$ cat src/rtl/mont_param_gen.sv
// Montgomery parameter generator: for an odd modulus m, computes its bit length L
// and the R-reduction constant 2^L mod m using a bit-serial scan/reduce FSM.
module mont_param_gen #(
  parameter int NBITS = 256
) (
  input  logic             clk,
  input  logic             rst_n,
  input  logic             enable_p,
  input  logic [NBITS-1:0] m,
  output logic [11:0]      m_size,
  output logic [NBITS-1:0] r_red,
  output logic             err,
  output logic             busy,
  output logic             done_irq_p
);

  typedef enum logic [1:0] {IDLE, SCAN, REDUCE, DONE} state_t;

  state_t           state, state_n;
  logic [NBITS-1:0] m_reg, m_reg_n;
  logic [NBITS-1:0] scan, scan_n;
  logic [11:0]      cnt, cnt_n;
  logic [11:0]      len, len_n;
  logic [NBITS:0]   r, r_n;
  logic [NBITS:0]   t;
  logic [11:0]      m_size_n;
  logic [NBITS-1:0] r_red_n;
  logic             err_n, busy_n, done_n;

  // NOTE: every signal written here gets a default first, so no path can infer a latch.
  always_comb begin
    state_n  = state;
    m_reg_n  = m_reg;
    scan_n   = scan;
    cnt_n    = cnt;
    len_n    = len;
    r_n      = r;
    m_size_n = m_size;
    r_red_n  = r_red;
    err_n    = err;
    // r < m_reg < 2^NBITS, so doubling always fits in NBITS+1 bits.
    t        = r + r;

    case (state)
      IDLE: begin
        if (enable_p) begin
          if (!m[0]) begin
            err_n    = 1'b1;
            m_size_n = '0;
            r_red_n  = '0;
            state_n  = DONE;
          end else begin
            m_reg_n = m;
            scan_n  = m;
            cnt_n   = '0;
            err_n   = 1'b0;
            state_n = SCAN;
          end
        end
      end
      SCAN: begin
        if (scan != '0) begin
          scan_n = scan >> 1;
          cnt_n  = cnt + 12'd1;
        end else begin
          len_n   = cnt;
          r_n     = (m_reg == {{(NBITS-1){1'b0}}, 1'b1}) ? '0 : {{NBITS{1'b0}}, 1'b1};
          state_n = REDUCE;
        end
      end
      REDUCE: begin
        if (cnt != '0) begin
          r_n   = (t >= {1'b0, m_reg}) ? t - {1'b0, m_reg} : t;
          cnt_n = cnt - 12'd1;
        end else begin
          r_red_n  = r[NBITS-1:0];
          m_size_n = len;
          state_n  = DONE;
        end
      end
      DONE:    state_n = IDLE;
      default: state_n = IDLE;
    endcase

    busy_n = (state_n != IDLE);
    done_n = (state_n == DONE);
  end

  // NOTE: sequential state uses non-blocking assignments only; all registers, including the
  // wide datapath, are cleared so a reset mid-operation leaves no stale partial result.
  always_ff @(posedge clk) begin
    if (!rst_n) begin
      state      <= IDLE;
      m_reg      <= '0;
      scan       <= '0;
      cnt        <= '0;
      len        <= '0;
      r          <= '0;
      m_size     <= '0;
      r_red      <= '0;
      err        <= 1'b0;
      busy       <= 1'b0;
      done_irq_p <= 1'b0;
    end else begin
      state      <= state_n;
      m_reg      <= m_reg_n;
      scan       <= scan_n;
      cnt        <= cnt_n;
      len        <= len_n;
      r          <= r_n;
      m_size     <= m_size_n;
      r_red      <= r_red_n;
      err        <= err_n;
      busy       <= busy_n;
      done_irq_p <= done_n;
    end
  end

endmodule
$ cat config.mk
export PLATFORM = sky130hd
export DESIGN_NAME = mont_param_gen
export DESIGN_NICKNAME = d
export VERILOG_FILES = /design/src/rtl/mont_param_gen.sv
export SDC_FILE = /design/constraint.sdc
export NUM_CORES = 2
export LEC_CHECK = 0
export ABC_AREA = 1
export CORE_MARGIN = 4
export CORE_UTILIZATION = 45
export DETAILED_ROUTE_END_ITERATION = 8
export DONT_BUFFER_PORTS = 1
export SLEW_MARGIN = 20
export SYNTH_ARGS = -nofsm -noshare
export SYNTH_HDL_FRONTEND = slang
export SYNTH_SLANG_ARGS = --single-unit
$ cat constraint.sdc
create_clock -name clk -period 4.77 [get_ports clk]
set_input_delay 1.1925 -clock clk [delete_from_list [all_inputs] [get_ports clk]]
set_output_delay 1.1925 -clock clk [all_outputs]
set_load 0.01 [all_outputs]
### Yosys cells after proc, flatten, opt, wreduce, memory -nomap -nowiden

Index checks and enable logic that the tools add are counted.

* order comparisons: 1
* equality and inequality tests: 12
* $add $sub $neg: 4
* reduce and logical (&&, ||, !) cells: 15
* muxes and demuxes: 28
* bitwise operators: 1

Operators by type and width (number)
* 256-bit 2-to-1 mux: 6
* 256-bit one-hot mux with 2 select lines: 2
* 257-bit 2-to-1 mux: 3
* 257-bit one-hot mux with 2 select lines: 1
* 257-bit adder: 1
* 257-bit by 256-bit >= comparator with 1-bit output: 1
* 257-bit by 256-bit subtractor with 257-bit output: 1
* 256-bit by 1-bit == test with 1-bit output (second input constant): 1
* 256-bit nonzero test: 1
* 12-bit 2-to-1 mux: 7
* 12-bit one-hot mux with 3 select lines: 1
* 12-bit one-hot mux with 2 select lines: 1
* 2-bit inequality test (second input constant): 7
* 12-bit by 1-bit adder with 12-bit output (second input constant): 1
* 12-bit nonzero test: 1
* 12-bit by 1-bit subtractor with 12-bit output (second input constant): 1
* 2-bit 2-to-1 mux: 4
* 2-bit one-hot mux with 4 select lines: 1
* 4-bit AND reduction: 2
* 2-bit nonzero test: 4
* 2-bit == test (second input constant): 3
* 3-bit AND reduction: 2
* 5-bit AND reduction: 1
* 2-bit AND reduction: 2
* other kinds (5): 6

* input bits: 259
* register bits: 1066
* logic and storage cells: 72
* output and inout bits: 271

### Depth between registers and ports, before layout

* word-level depth: 5
* depth in mapped cells: 24
* depth with buffers taken out: 22

### Least setup slack after synthesis

No wires, ideal clock.

* path kind: register to register
* start: reg state[0]
* end: reg r[226]
* arrival: 2449 ps
* slack: 2251 ps
* path buffers: 3
* setup time: 70 ps
* period minus slack after synthesis: 2519 ps
* cell stages (with the launch flop): 13
* data required time: 4700 ps
* path through: dfxtp_1 -> inv_1 -> ha_1 -> clkbuf_1 -> nand4_1 -> nor4_2 -> or2_2 -> nor2_1 -> nor2_1 -> buf_2 -> clkbuf_1 -> nand2_1 -> a21oi_2

* cells in the longest elaborated chain, start to end: 3
* elaborated cells between the ends (all ways): 7
* classes of those cells: 4 x eq/ne; 1 x mux; 2 x reduce/logical

RTL lines
* from (decl): RTL line 19 `state_t state, state_n;`
* from (signal assigned): RTL line 105 `state <= state_n;`
* 2-bit by 1-bit == test with 1-bit output or 2-bit == test (tied branches): RTL line 44 `case (state)`
* 2-bit inequality test (no source line) or 2-bit nonzero test (tied branches)
* 3-bit AND reduction (no source line)
* to (signal assigned): RTL line 110 `r <= r_n;`
* to (decl): RTL line 24 `logic [NBITS:0] r, r_n;`

Parallel ways exist; a longest one is shown, timed or not.
A chain may end at the register's enable or synchronous reset.

### Worst setup path in the final report

* start: reg m_reg[29]
* end: reg r[160]

* cells in the longest elaborated chain, start to end: 4
* elaborated cells between the ends (all ways): 5
* classes of those cells: 1 x add/sub; 1 x order compare; 3 x mux

RTL lines
* from (decl): RTL line 20 `logic [NBITS-1:0] m_reg, m_reg_n;`
* from (signal assigned): RTL line 106 `m_reg <= m_reg_n;`
* 257-bit by 256-bit subtractor with 257-bit output or 257-bit by 256-bit >= comparator with 1-bit output (tied branches): RTL line 73 `r_n = (t >= {1'b0, m_reg}) ? t - {1'b0, m_reg} : t;`
* 257-bit 2-to-1 mux (*): RTL line 73
* 257-bit 2-to-1 mux (*): RTL line 72 `if (cnt != '0) begin`
* 257-bit one-hot mux with 2 select lines (*): RTL line 44

Every way passes the cells marked *; elsewhere a longest branch is shown, timed or not. The select of a mux whose other input is x is not followed.

==> impl_metrics.ini <==
[status]
status = finished with violations
failing_checks = design-rule violations, max-slew violations

[worst_setup_path]
critPathSlowestCell = sky130_fd_sc_hd__nor3_2
path_max_fanout = 125
regToRegStartpoint = m_reg[29]
path_class = reg2reg
cp-end-kind = flip-flop
critical_path.top_delay_family = simple AND/OR/NAND/NOR gates
crit_arrival_ps = 5330
cp_slowest_stage_delay_ps = 540
reg2reg_slack_ps = 110
worstPathCellList = inv_1 -> ha_1 -> nand2_1 -> nor2_1 -> nand2_1 -> nor3_2 -> nand2_1 -> nand2_2 -> nand2_1 -> nand2_2 -> nand2_2 -> nand2_2 -> nand2_8 -> buf_4 -> buf_12 -> nand3b_1 -> nand3_1 -> a21oi_1
critical_path_buf_inv_count = 3
reg2reg_to = r[160]
cp-start-kind = flip-flop
reg2regPathDepth = 18
critPathRequiredTime_ps = 5440

[timing]
fin_crit_sh = 0.9769
tightestPinTransition_ps = 1665
maxSlewHeadroom = -0.1098
postLayoutSetupSlackWorst_ps = 110.2
report.final.hold_viol_count = 0
finalSetupViolCount = 0
fin_worst_skew_ps = 80.37
totalNegativeSetupSlack_ps = 0
worst_case_hold_slack_ps = 447.9
timing.fmax_mhz = 214.6
timing_max_transition_violations_final = 119
grt_setup_unrepaired = no
fin_crit_ps = 4660

[global_route]
wire_length_of_the_first_global_routing_pass_um = 556700
grt_remaining_overflow = 0
grt_max_degree = 528
grt_antenna_before_repair = 18
grt.total_usage = 0.4240
via_count_of_the_first_global_routing_pass = 80098

[logic_synthesis]
synth-async-reset-ratio = 0
syn-cell-area_um2 = 77020
syn_nets = 13787
proportion_of_netlist_area_held_by_the_largest_area_contributor = 0.2768
ys_types = 44
netlist_instances = 13256
postSynthAreaPerCell_um2 = 5.810
number_of_enable_type_register_cells_in_the_synthesized_netlist = 0
synth.top_cells.by_area = sky130_fd_sc_hd__dfxtp_1 (28%), sky130_fd_sc_hd__nand2_1 (23%), sky130_fd_sc_hd__inv_1 (11%), sky130_fd_sc_hd__a21oi_1 (6.4%), sky130_fd_sc_hd__nand3_1 (4.8%)
synth_top_area_cell = sky130_fd_sc_hd__dfxtp_1
synth_seq_cells = 1065
seq_area_frac_synth = 0.2768
synthFlopType = sky130_fd_sc_hd__dfxtp_1
ys_warn_count = 0

[cts]
numCtsBuffers = 111
num_clock_sinks = 1065
cts_root_buf = sky130_fd_sc_hd__clkbuf_16
cts_hold_buffers = 0
clockBufferDepth = 3
worst_setup_hold_path_clk_slew_ps = 60
clock_latency_at_the_later_pin_of_the_worst_skew_pair_ps = 810
h-tree-depth = 3
ctsResizeCount = 0
tritoncts_clock_tree = yes
cts.repair_timing.setup_buffer_count = 0

[drt]
route.detailed.drc = 4
drt-pass1-iter-count = 9
detail-route-antenna-nets = 0
vias_per_cell = 5.632
initialDrtViolationCount = 10094
wl_per_cell_um = 25.67
routed_wirelength_um = 395300
num_vias = 86727

[layout]
post_layout_nonfiller_instances = 15398
mostFrequentLayoutCells = sky130_fd_sc_hd__nand2_1 (4778), sky130_fd_sc_hd__inv_1 (2314), sky130_fd_sc_hd__dfxtp_1 (1065)
final_layout_size_suffix_gt1_frac = 0.04845
layout_commonest_cell = sky130_fd_sc_hd__nand2_1
fin_area_um2 = 83420
post_synthesis_to_final_layout_area_growth_pct = 8.301
nets = 13609
finalCoreUtilization = 0.4911
fillerInstances = 18014

[place]
dp_hpwl_um = 332600
place.gp.congestion = 1.142
dp_worst_setup_slack_ps = 551.6
placed_cells_incl_taps = 15183
port-buffer-count = 0
dpl_cell_area_um2 = 79640

[worst_hold_path]
holdPathEnd = len[5]
holdCritStartpoint = len[5]
tightest_hold_check_type = reg2reg
hold_depth = 2

[floorplanning]
start_util = 0.4535
fp-row-count = 151
chipWidth_um = 421.7
core_area_um2 = 169800
die_height_um = 421.7
pin_count = 530
dieArea_um2 = 177800

[power_and_ir_drop]
p_per_area_nw_per_um2 = 364.3
total_power_mw = 30.39
power.leakage_nw = 41.75
ir_worst_vdd_uv = 473.2

[job]
drv_cap = 0
==> power by group <==
part / total (mW) / internal (mW) / switching [mW]
clock network: 9.04 / 5.11 / 3.93
logic: 10.9 / 2.58 / 8.29
registers: 10.5 / 9.82 / 0.667
==> cell usage after synthesis (2+ instances only) <==
cell                          n
sky130_fd_sc_hd__nand2_1   4779
sky130_fd_sc_hd__inv_1     2315
sky130_fd_sc_hd__dfxtp_1   1065
sky130_fd_sc_hd__a21oi_1    992
sky130_fd_sc_hd__nand3_1    745
sky130_fd_sc_hd__nor2_1     694
sky130_fd_sc_hd__o21ai_0    584
sky130_fd_sc_hd__clkbuf_1   377
sky130_fd_sc_hd__ha_1       270
sky130_fd_sc_hd__nand3b_1   262
sky130_fd_sc_hd__a31oi_1    254
sky130_fd_sc_hd__xnor2_1    123
sky130_fd_sc_hd__nor4_1     121
sky130_fd_sc_hd__nand4_1    117
sky130_fd_sc_hd__buf_2       70
sky130_fd_sc_hd__nor3_1      67
sky130_fd_sc_hd__nand3_2     60
sky130_fd_sc_hd__o21bai_1    52
sky130_fd_sc_hd__clkinv_1    50
sky130_fd_sc_hd__a21oi_2     46
sky130_fd_sc_hd__buf_6       46
sky130_fd_sc_hd__nor2_2      41
sky130_fd_sc_hd__inv_2       28
sky130_fd_sc_hd__buf_4       23
sky130_fd_sc_hd__nand2_2     20
sky130_fd_sc_hd__xor2_1       8
sky130_fd_sc_hd__nor2_4       7
sky130_fd_sc_hd__or2_2        7
sky130_fd_sc_hd__and3_1       6
sky130_fd_sc_hd__and2_1       4
sky130_fd_sc_hd__a21o_1       3
sky130_fd_sc_hd__nor3_2       3
sky130_fd_sc_hd__o21a_1       3
sky130_fd_sc_hd__buf_1        2
sky130_fd_sc_hd__fa_1         2
sky130_fd_sc_hd__nor3_4       2
==> metal layers <==
metal  global-route usage  wire, um  part of all wire  vias up
met5                    0        42           0.00011        -
met4               0.2784     32450             0.082        6
met3              0.09613     36850             0.093      888
met2               0.6784    173700              0.44     4332
met1               0.5104    152200              0.39    40499
li1                     -         -                 -    41002
==> cell families (layout without fill, tap and decap cells) <==
family,Yosys count,after routing,share of synthesized area
XOR/XNOR,131,131,0.01490
flip-flops,1065,1065,0.2768
AO/OA/AOI/OAI,1938,1938,0.1343
other,0,12,0
buffers and inverters,2911,2823,0.1486
AND/OR/NAND/NOR,6939,6939,0.3810
adder cells (fa/ha/maj),272,272,0.04438
==> worst reg2reg max path, cell delays in order (launching register included) <==
cell and delay (ps):
sky130_fd_sc_hd__dfxtp_1 340, sky130_fd_sc_hd__inv_1 80, sky130_fd_sc_hd__ha_1 350, sky130_fd_sc_hd__nand2_1 110
sky130_fd_sc_hd__nor2_1 290, sky130_fd_sc_hd__nand2_1 260, sky130_fd_sc_hd__nor3_2 540, sky130_fd_sc_hd__nand2_1 140
sky130_fd_sc_hd__nand2_2 220, sky130_fd_sc_hd__nand2_1 100, sky130_fd_sc_hd__nand2_2 200, sky130_fd_sc_hd__nand2_2 100
sky130_fd_sc_hd__nand2_2 130, sky130_fd_sc_hd__nand2_8 80, sky130_fd_sc_hd__buf_4 250, sky130_fd_sc_hd__buf_12 250
sky130_fd_sc_hd__nand3b_1 860, sky130_fd_sc_hd__nand3_1 110, sky130_fd_sc_hd__a21oi_1 120
==> final cells by class <==
class | instances | area, um2 | share of cell area
multi-input combinational | 9280 | 44390 | 0.5322
sequential | 1065 | 21320 | 0.2556
inverter | 2393 | 9020 | 0.1081
clock buffer | 157 | 3151 | 0.03777
tap | 2218 | 2775 | 0.03327
timing repair buffer | 227 | 2142 | 0.02568
clock inverter | 46 | 586.8 | 0.007035
antenna | 12 | 30.03 | 0.0003600
==> how the worst max path moves through the flow <==
stage / from / endpoint / slack, ps / cells past startpoint
floorplan: state[0] / r[226] / 2250 / 12
global placement: scan[127] / r[252] / 120 / 14
detailed placement: m_reg[131] / r[247] / 550 / 16
CTS: m_reg[30] / r[156] / 510 / 18
global route: m_reg[255] / r[52] / 220 / 18
finish: m_reg[29] / r[160] / 110 / 18
No activity file was read; power rests on OpenSTA's default activity.
